**src/rtl/divider32_pkg.sv**
```systemverilog
// Shared types and constants for the divider32 restoring divider.
package divider32_pkg;

    localparam int XLEN  = 32;
    localparam int CNT_W = $clog2(XLEN);

    typedef enum logic [1:0] {
        DIV  = 2'd0,
        DIVU = 2'd1,
        REM  = 2'd2,
        REMU = 2'd3
    } div_op_t;

    typedef enum logic [1:0] {
        IDLE = 2'd0,
        CALC = 2'd1,
        DONE = 2'd2
    } div_state_t;

endpackage

```
**src/rtl/divider32_step.sv**
```systemverilog
// One restoring shift-subtract iteration: shift in the next dividend bit,
// subtract the divisor when it fits.
module div_step
    import divider32_pkg::*;
(
    input  logic [XLEN-1:0] rem,
    input  logic [XLEN-1:0] divisor,
    input  logic            dbit,
    output logic [XLEN-1:0] rem_next,
    output logic            q_bit
);

    logic [XLEN:0]   rem_shift;
    logic [XLEN-1:0] diff;
    logic            borrow;

    assign rem_shift = {rem, dbit};

    // rem_shift < 2*divisor, so bit XLEN of the 33-bit difference is exactly the borrow.
    assign {borrow, diff} = rem_shift - {1'b0, divisor};

    assign q_bit    = ~borrow;
    assign rem_next = q_bit ? diff : rem_shift[XLEN-1:0];

endmodule

```
**src/rtl/divider32.sv**
```systemverilog
// RV32M DIV/DIVU/REM/REMU multi-cycle divider with valid/ready handshakes.
// Optional build macro DIVIDER32_FASTPATH_EN: divide-by-zero and signed overflow skip CALC.
module divider32
    import divider32_pkg::*;
(
    input  logic            clk,
    input  logic            reset,
    input  logic            in_valid,
    output logic            in_ready,
    input  logic [1:0]      op,
    input  logic [XLEN-1:0] a,
    input  logic [XLEN-1:0] b,
    output logic            out_valid,
    input  logic            out_ready,
    output logic [XLEN-1:0] y
);

    localparam logic [XLEN-1:0] INT_MIN  = {1'b1, {(XLEN-1){1'b0}}};
    localparam logic [XLEN-1:0] ALL_ONES = {XLEN{1'b1}};

    div_state_t       state_reg, state_next;
    logic [CNT_W-1:0] cnt_reg;
    div_op_t          op_reg;
    logic [XLEN-1:0]  a_reg, b_reg, dvd_reg, dvs_reg, rem_reg, y_reg;
    logic             neg_q_reg, neg_r_reg, out_valid_reg;

    logic             op_signed, in_special;
    logic [XLEN-1:0]  abs_a, abs_b;
    logic [XLEN-1:0]  rem_next;
    logic             q_bit;
    logic             reg_signed, b_zero, sovf;
    logic [XLEN-1:0]  quo_fix, rem_fix, quo_res, rem_res, result;

    assign op_signed  = (op == DIV) || (op == REM);
    assign abs_a      = (op_signed && a[XLEN-1]) ? (~a + 1'b1) : a;
    assign abs_b      = (op_signed && b[XLEN-1]) ? (~b + 1'b1) : b;
    assign in_special = (b == '0) || (op_signed && a == INT_MIN && b == ALL_ONES);

    div_step u_step (
        .rem      (rem_reg),
        .divisor  (dvs_reg),
        .dbit     (dvd_reg[XLEN-1]),
        .rem_next (rem_next),
        .q_bit    (q_bit)
    );

    // Special cases override the magnitude result, so both builds agree.
    assign reg_signed = (op_reg == DIV) || (op_reg == REM);
    assign b_zero     = (b_reg == '0);
    assign sovf       = reg_signed && a_reg == INT_MIN && b_reg == ALL_ONES;
    assign quo_fix    = neg_q_reg ? (~dvd_reg + 1'b1) : dvd_reg;
    assign rem_fix    = neg_r_reg ? (~rem_reg + 1'b1) : rem_reg;

    always_comb begin
        quo_res = quo_fix;
        rem_res = rem_fix;
        if (b_zero) begin
            quo_res = ALL_ONES;
            rem_res = a_reg;
        end else if (sovf) begin
            quo_res = INT_MIN;
            rem_res = '0;
        end
        result = ((op_reg == REM) || (op_reg == REMU)) ? rem_res : quo_res;
    end

    always_comb begin
        state_next = state_reg;
        case (state_reg)
            IDLE: begin
                if (in_valid) begin
`ifdef DIVIDER32_FASTPATH_EN
                    state_next = in_special ? DONE : CALC;
`else
                    state_next = CALC;
`endif
                end
            end
            CALC: begin
                if (cnt_reg == CNT_W'(XLEN - 1))
                    state_next = DONE;
            end
            DONE: begin
                if (out_valid_reg && out_ready)
                    state_next = IDLE;
            end
            default: state_next = IDLE;
        endcase
    end

    always_ff @(posedge clk or posedge reset) begin
        if (reset)
            state_reg <= IDLE;
        else
            state_reg <= state_next;
    end

    always_ff @(posedge clk or posedge reset) begin
        if (reset) begin
            cnt_reg       <= '0;
            op_reg        <= DIV;
            a_reg         <= '0;
            b_reg         <= '0;
            dvd_reg       <= '0;
            dvs_reg       <= '0;
            rem_reg       <= '0;
            neg_q_reg     <= 1'b0;
            neg_r_reg     <= 1'b0;
            y_reg         <= '0;
            out_valid_reg <= 1'b0;
        end else begin
            case (state_reg)
                IDLE: begin
                    if (in_valid) begin
                        cnt_reg   <= '0;
                        op_reg    <= div_op_t'(op);
                        a_reg     <= a;
                        b_reg     <= b;
                        dvd_reg   <= abs_a;
                        dvs_reg   <= abs_b;
                        rem_reg   <= '0;
                        neg_q_reg <= op_signed && (a[XLEN-1] ^ b[XLEN-1]);
                        neg_r_reg <= op_signed && a[XLEN-1];
                    end
                end
                CALC: begin
                    // Quotient bits fill the dividend register from the bottom as it shifts out.
                    rem_reg <= rem_next;
                    dvd_reg <= {dvd_reg[XLEN-2:0], q_bit};
                    cnt_reg <= cnt_reg + 1'b1;
                end
                DONE: begin
                    if (!out_valid_reg) begin
                        y_reg         <= result;
                        out_valid_reg <= 1'b1;
                    end else if (out_ready) begin
                        out_valid_reg <= 1'b0;
                    end
                end
                default: ;
            endcase
        end
    end

    assign in_ready  = (state_reg == IDLE);
    assign out_valid = out_valid_reg;
    assign y         = y_reg;

endmodule

```
**config.mk**
```make
export PLATFORM = sky130hd
export DESIGN_NAME = divider32
export DESIGN_NICKNAME = d
export VERILOG_FILES = /design/src/rtl/divider32_pkg.sv /design/src/rtl/divider32_step.sv /design/src/rtl/divider32.sv
export SDC_FILE = /design/constraint.sdc
export NUM_CORES = 1
export LEC_CHECK = 0
export CAP_MARGIN = 40
export CELL_PAD_IN_SITES_DETAIL_PLACEMENT = 0
export CELL_PAD_IN_SITES_GLOBAL_PLACEMENT = 1
export CORE_MARGIN = 4
export CORE_UTILIZATION = 40
export DETAILED_ROUTE_END_ITERATION = 7
export PLACE_DENSITY = 0.82
export RECOVER_POWER = 50
export SYNTH_ARGS = -nofsm -noshare
export SYNTH_HDL_FRONTEND = slang
export SYNTH_SLANG_ARGS = --single-unit
```
**constraint.sdc**
```tcl
create_clock -name clk -period 6.8 [get_ports clk]
set_input_delay 0.68 -clock clk [delete_from_list [all_inputs] [get_ports clk]]
set_output_delay 0.68 -clock clk [all_outputs]
set_load 0.01 [all_outputs]
```
Yosys cells after proc, flatten, opt, wreduce, memory -nomap -nowiden:

Index checks and enable logic that the tools add are counted.

* bits in registers: 204
* bits of input ports: 70
* output and inout port bits: 34

* $add $sub $neg: 6
* equality and inequality tests: 11
* multiplexer cells: 22
* bitwise operators: 7
* reduce and logical (&&, ||, !) cells: 18

Operators with widths (count)
* two-way mux 32 bit: 12
* adder 32 x 1 -> 32 bit (second input constant): 4
* inverter 32 bit: 4
* case mux 32 bit (2 select lines): 2
* == test 32 bit (second input constant): 2
* subtractor 33 x 32 -> 33 bit: 1
* logical NOT 32 bit: 1
* case mux 5 bit (2 select lines): 1
* == test 2 bit (second input constant): 4
* logical AND 1 bit: 6
* logical NOT 2 bit: 3
* two-way mux 2 bit: 3
* inequality test 2 bit (second input constant): 3
* case mux 2 bit (3 select lines): 1
* AND reduction 2 bit: 3
* adder 5 x 1 -> 5 bit (second input constant): 1
* == test 5 bit (second input constant): 1
* two-way mux 5 bit: 1
* logical OR 1 bit: 3
* AND reduction 3 bit: 1
* == test 2 x 1 -> 1 bit (second input constant): 1
* two-way mux 1 bit: 2
* inverter 1 bit: 2
* nonzero test 2 bit: 1
* bitwise XOR 1 bit: 1

Logic depth before layout (Yosys ltp):

* depth after elaboration: 7
* mapped depth: 13
* mapped depth without buffers: 11

Cells and area by module:

A second synthesis with hierarchy kept.

* cell total of the unflattened synthesis: 1629
* area, all modules: 13531.7 µm²

Modules (own cells, without submodules)
* divider32: times used 1, cells each 1318, area each 11275.8 µm², seq. area each 5079.9 µm²
* div_step: times used 1, cells each 311, area each 2255.9 µm², seq. area each 0.0 µm²

Worst setup path before layout:

OpenSTA, ideal clock, no wires.

* path type: register -> register
* start point: register, netlist name b_reg[0]
* end point: register rem_reg[30]
* setup time: 131 ps
* arrival time: 2900 ps
* required time: 6669 ps
* slack: 3769 ps
* cell stages (with the launch flop): 11
* period minus slack after synthesis: 3031 ps
* path through: dfrtp_1 -> ha_1 -> fa_1 -> nor2b_1 -> o2111ai_1 -> a31oi_1 -> o21ai_0 -> o31ai_1 -> o2111ai_1 -> and4b_1 -> or3_1

RTL lines
* end signal: assignment: line divider32.sv:128 `rem_reg <= rem_next;`
* end: declaration: line divider32.sv:24 `logic [XLEN-1:0] a_reg, b_reg, dvd_reg, dvs_reg, rem_reg, y_reg;`

==> qor.yml <==
syn_inst: 1633
layout_setup_ws_ps: 2644
p_leak_nw: 6.723
maxUsedRoutingLayer: "met4"
grt_max_degree: 96
num_vias: 12460
ys_types: 66
critical-path-top-delay-family: "buffers and inverters"
clock_path_buffers: 3
critPathBufInv: 3
cts_tree: "yes"
grt_pass1_wl_um: 68220
finalMaxSlewViolations: 258
critPathKind: "in2async"
drc: 0
regArea_sq_um: 5080
die_width_um: 191.1
ctsHoldBuffers: 0
root_buffer: "clkbuf_16"
finalPower_mw: 8.392
start_util_pct: 40.92
setup_violations: 0
final_common_cell: "nand2_1"
crit_cells: 3
syn_to_final_growth_pct: 16.59
fp.dieH_um: 191.1
rr_startpoint: "state_reg[0]"
place_ws_ps: 3177
async_flop_share_pct: 100.0
place_congestion: 0.9294
drt-vias-per-instance: 5.795
startpoint: "reset"
yosysWarnings: 0
met2_length_um: 18970
critPathRequiredTime_ps: 7350
fillers: 3239
routed_wl_um: 43250
hold_path.startpoint: "y[27]"
wl_met1_um: 19840
rows: 66
synth_nets: 1742
power_density_nw_per_um2: 536.5
dpl-instance-area_sq_um: 14830
max_freq_ghz: 0.2406
cp-end-kind: "async pin"
rsz0062_at_grt: "no"
postCtsSetupRepairBufs: 0
port_buffers: 103
drtIter0Drc: 1108
postSynthAreaPerCell_sq_um: 8.216
cp_max_fo: 95
path_clk_slew_ps: 60
overflow: 0
hold_class: "reg2reg"
path_cells: "dlygate4sd3_1, clkinvlp_2, buf_4"
avgRoutedWirePerCell_um: 20.11
slowest_stage: "clkinvlp_2"
clkSinkCount: 203
cts_buffers: 25
tns_ps: 0
io_pins: 104
crit_arrival_ps: 4710
rr_worst_depth: 7
synth_edf_count: 0
status: "finished, violations left"
final_layout_size_suffix_gt1_share_pct: 5.152
violations: "capacitance limit, slew limit"
irDropWorstVdd_mv: 0.3830
core_sq_um: 32780
fin_skew_ps: 35.04
dp_hpwl_um: 32170
finalCriticalPeriod_ps: 4156
synth-main-ff-cell: "dfrtp_1"
antenna_found_initial: 0
postRouteAntennaNets: 0
htree_levels: 1
cts-resized-gates: 0
clk-insertion-delay-late_ps: 550
multi_input_area_sq_um: 7794
design_area_sq_um: 15640
tightest_slew_ps: 4398
wl_met3_um: 3444
relSlewSlack_pct: -194.8
synthesis.area_sq_um: 13420
first_pass_iters: 6
max_stage_delay_ps: 2440
nets: 1799
synth_seq_cells: 203
grt_use_total_pct: 23.31
final_hold_viol_count: 0
fin_crit_sh_pct: 61.11
start_kind: "input pin"
whs_path_depth: 1
layout_common_cells: "321 x nand2_1, 203 x dfrtp_1, 185 x o21ai_0"
grt_pass1_vias: 11890
ys_seq_area_share_pct: 37.86
holdWs_ps: 467.4
dieArea_sq_um: 36540
maxCapViolations: 4
## where the power goes
group,total (mW),internal [mW],switching (mW)
combinational,4.57,1.92,2.65
clock,1.37,0.831,0.539
sequential,2.45,1.74,0.709
## worst paths after layout
kind	slack (ps)	end
hold reg to reg	470	y[27]
max in group clk	2670	dvd_reg[1]
min in group asynchronous	1970	rem_reg[22]
setup / recovery	2640	b_reg[6]
setup reg to reg	2700	dvd_reg[1]
hold / removal	470	y[27]
## worst reg2reg max path: cells and delay by family (launching register included)
kind,cells,cell delay [ps]
buf+inv,2,2720
simple gates,3,430
flops,1,420
compound gates,2,400
## layer usage
metal,global-route usage (%),vias to the layer above
li1,-,5956
met1,34.48,5992
met2,35.88,453
met3,3.762,63
met4,5.552,0
met5,0,-
## final cells by class
type	instances	area share, %
timing repair buffer	123	7.487
multi-input combinational	1283	49.82
antenna	1	0.01600
sequential	203	32.47
clock inverter	12	0.9119
tap	442	3.535
clock buffer	33	4.447
inverter	54	1.304
## Yosys cell counts (all sizes together) (7+ instances only)
master / number / share of area, %
nand2: 321 / 9.0
dfrtp: 203 / 38
o21ai: 186 / 6.9
clkbuf: 81 / 2.3
xnor2: 79 / 5.2
nor2: 76 / 2.1
a21oi: 72 / 2.7
xor2: 64 / 4.2
inv: 54 / 1.5
nand3: 50 / 1.9
ha: 38 / 3.5
nor4: 36 / 1.8
a22oi: 34 / 1.9
mux2i: 27 / 2.0
nand4: 24 / 1.1
a21o: 23 / 1.3
nor3: 23 / 0.86
o31ai: 22 / 1.2
o41ai: 21 / 1.5
or4: 17 / 1.0
a221oi: 14 / 0.91
a31oi: 13 / 0.61
buf: 12 / 0.42
nand2b: 12 / 0.56
o211ai: 12 / 0.67
o21a: 12 / 0.67
or3: 12 / 0.56
and3: 9 / 0.42
nor2b: 9 / 0.42
or2: 9 / 0.42
nand3b: 7 / 0.39
## stage by stage
stage | util, % | cells
floorplan | - | 1633
global placement | 45.20 | 2103
detailed placement | 45.24 | 2105
CTS | 47.79 | 2150
global route | 47.71 | 2150
finish | 47.71 | 2151
## cell families after synthesis
group,count (synthesis),synth area share [%]
buf+inv,147,4.197
fa+ha+maj,39,3.693
simple gates,624,21.77
mux,32,2.434
flops,203,37.86
xor+xnor,143,9.335
compound gates,445,20.71
(Power assumes the default switching activity.)
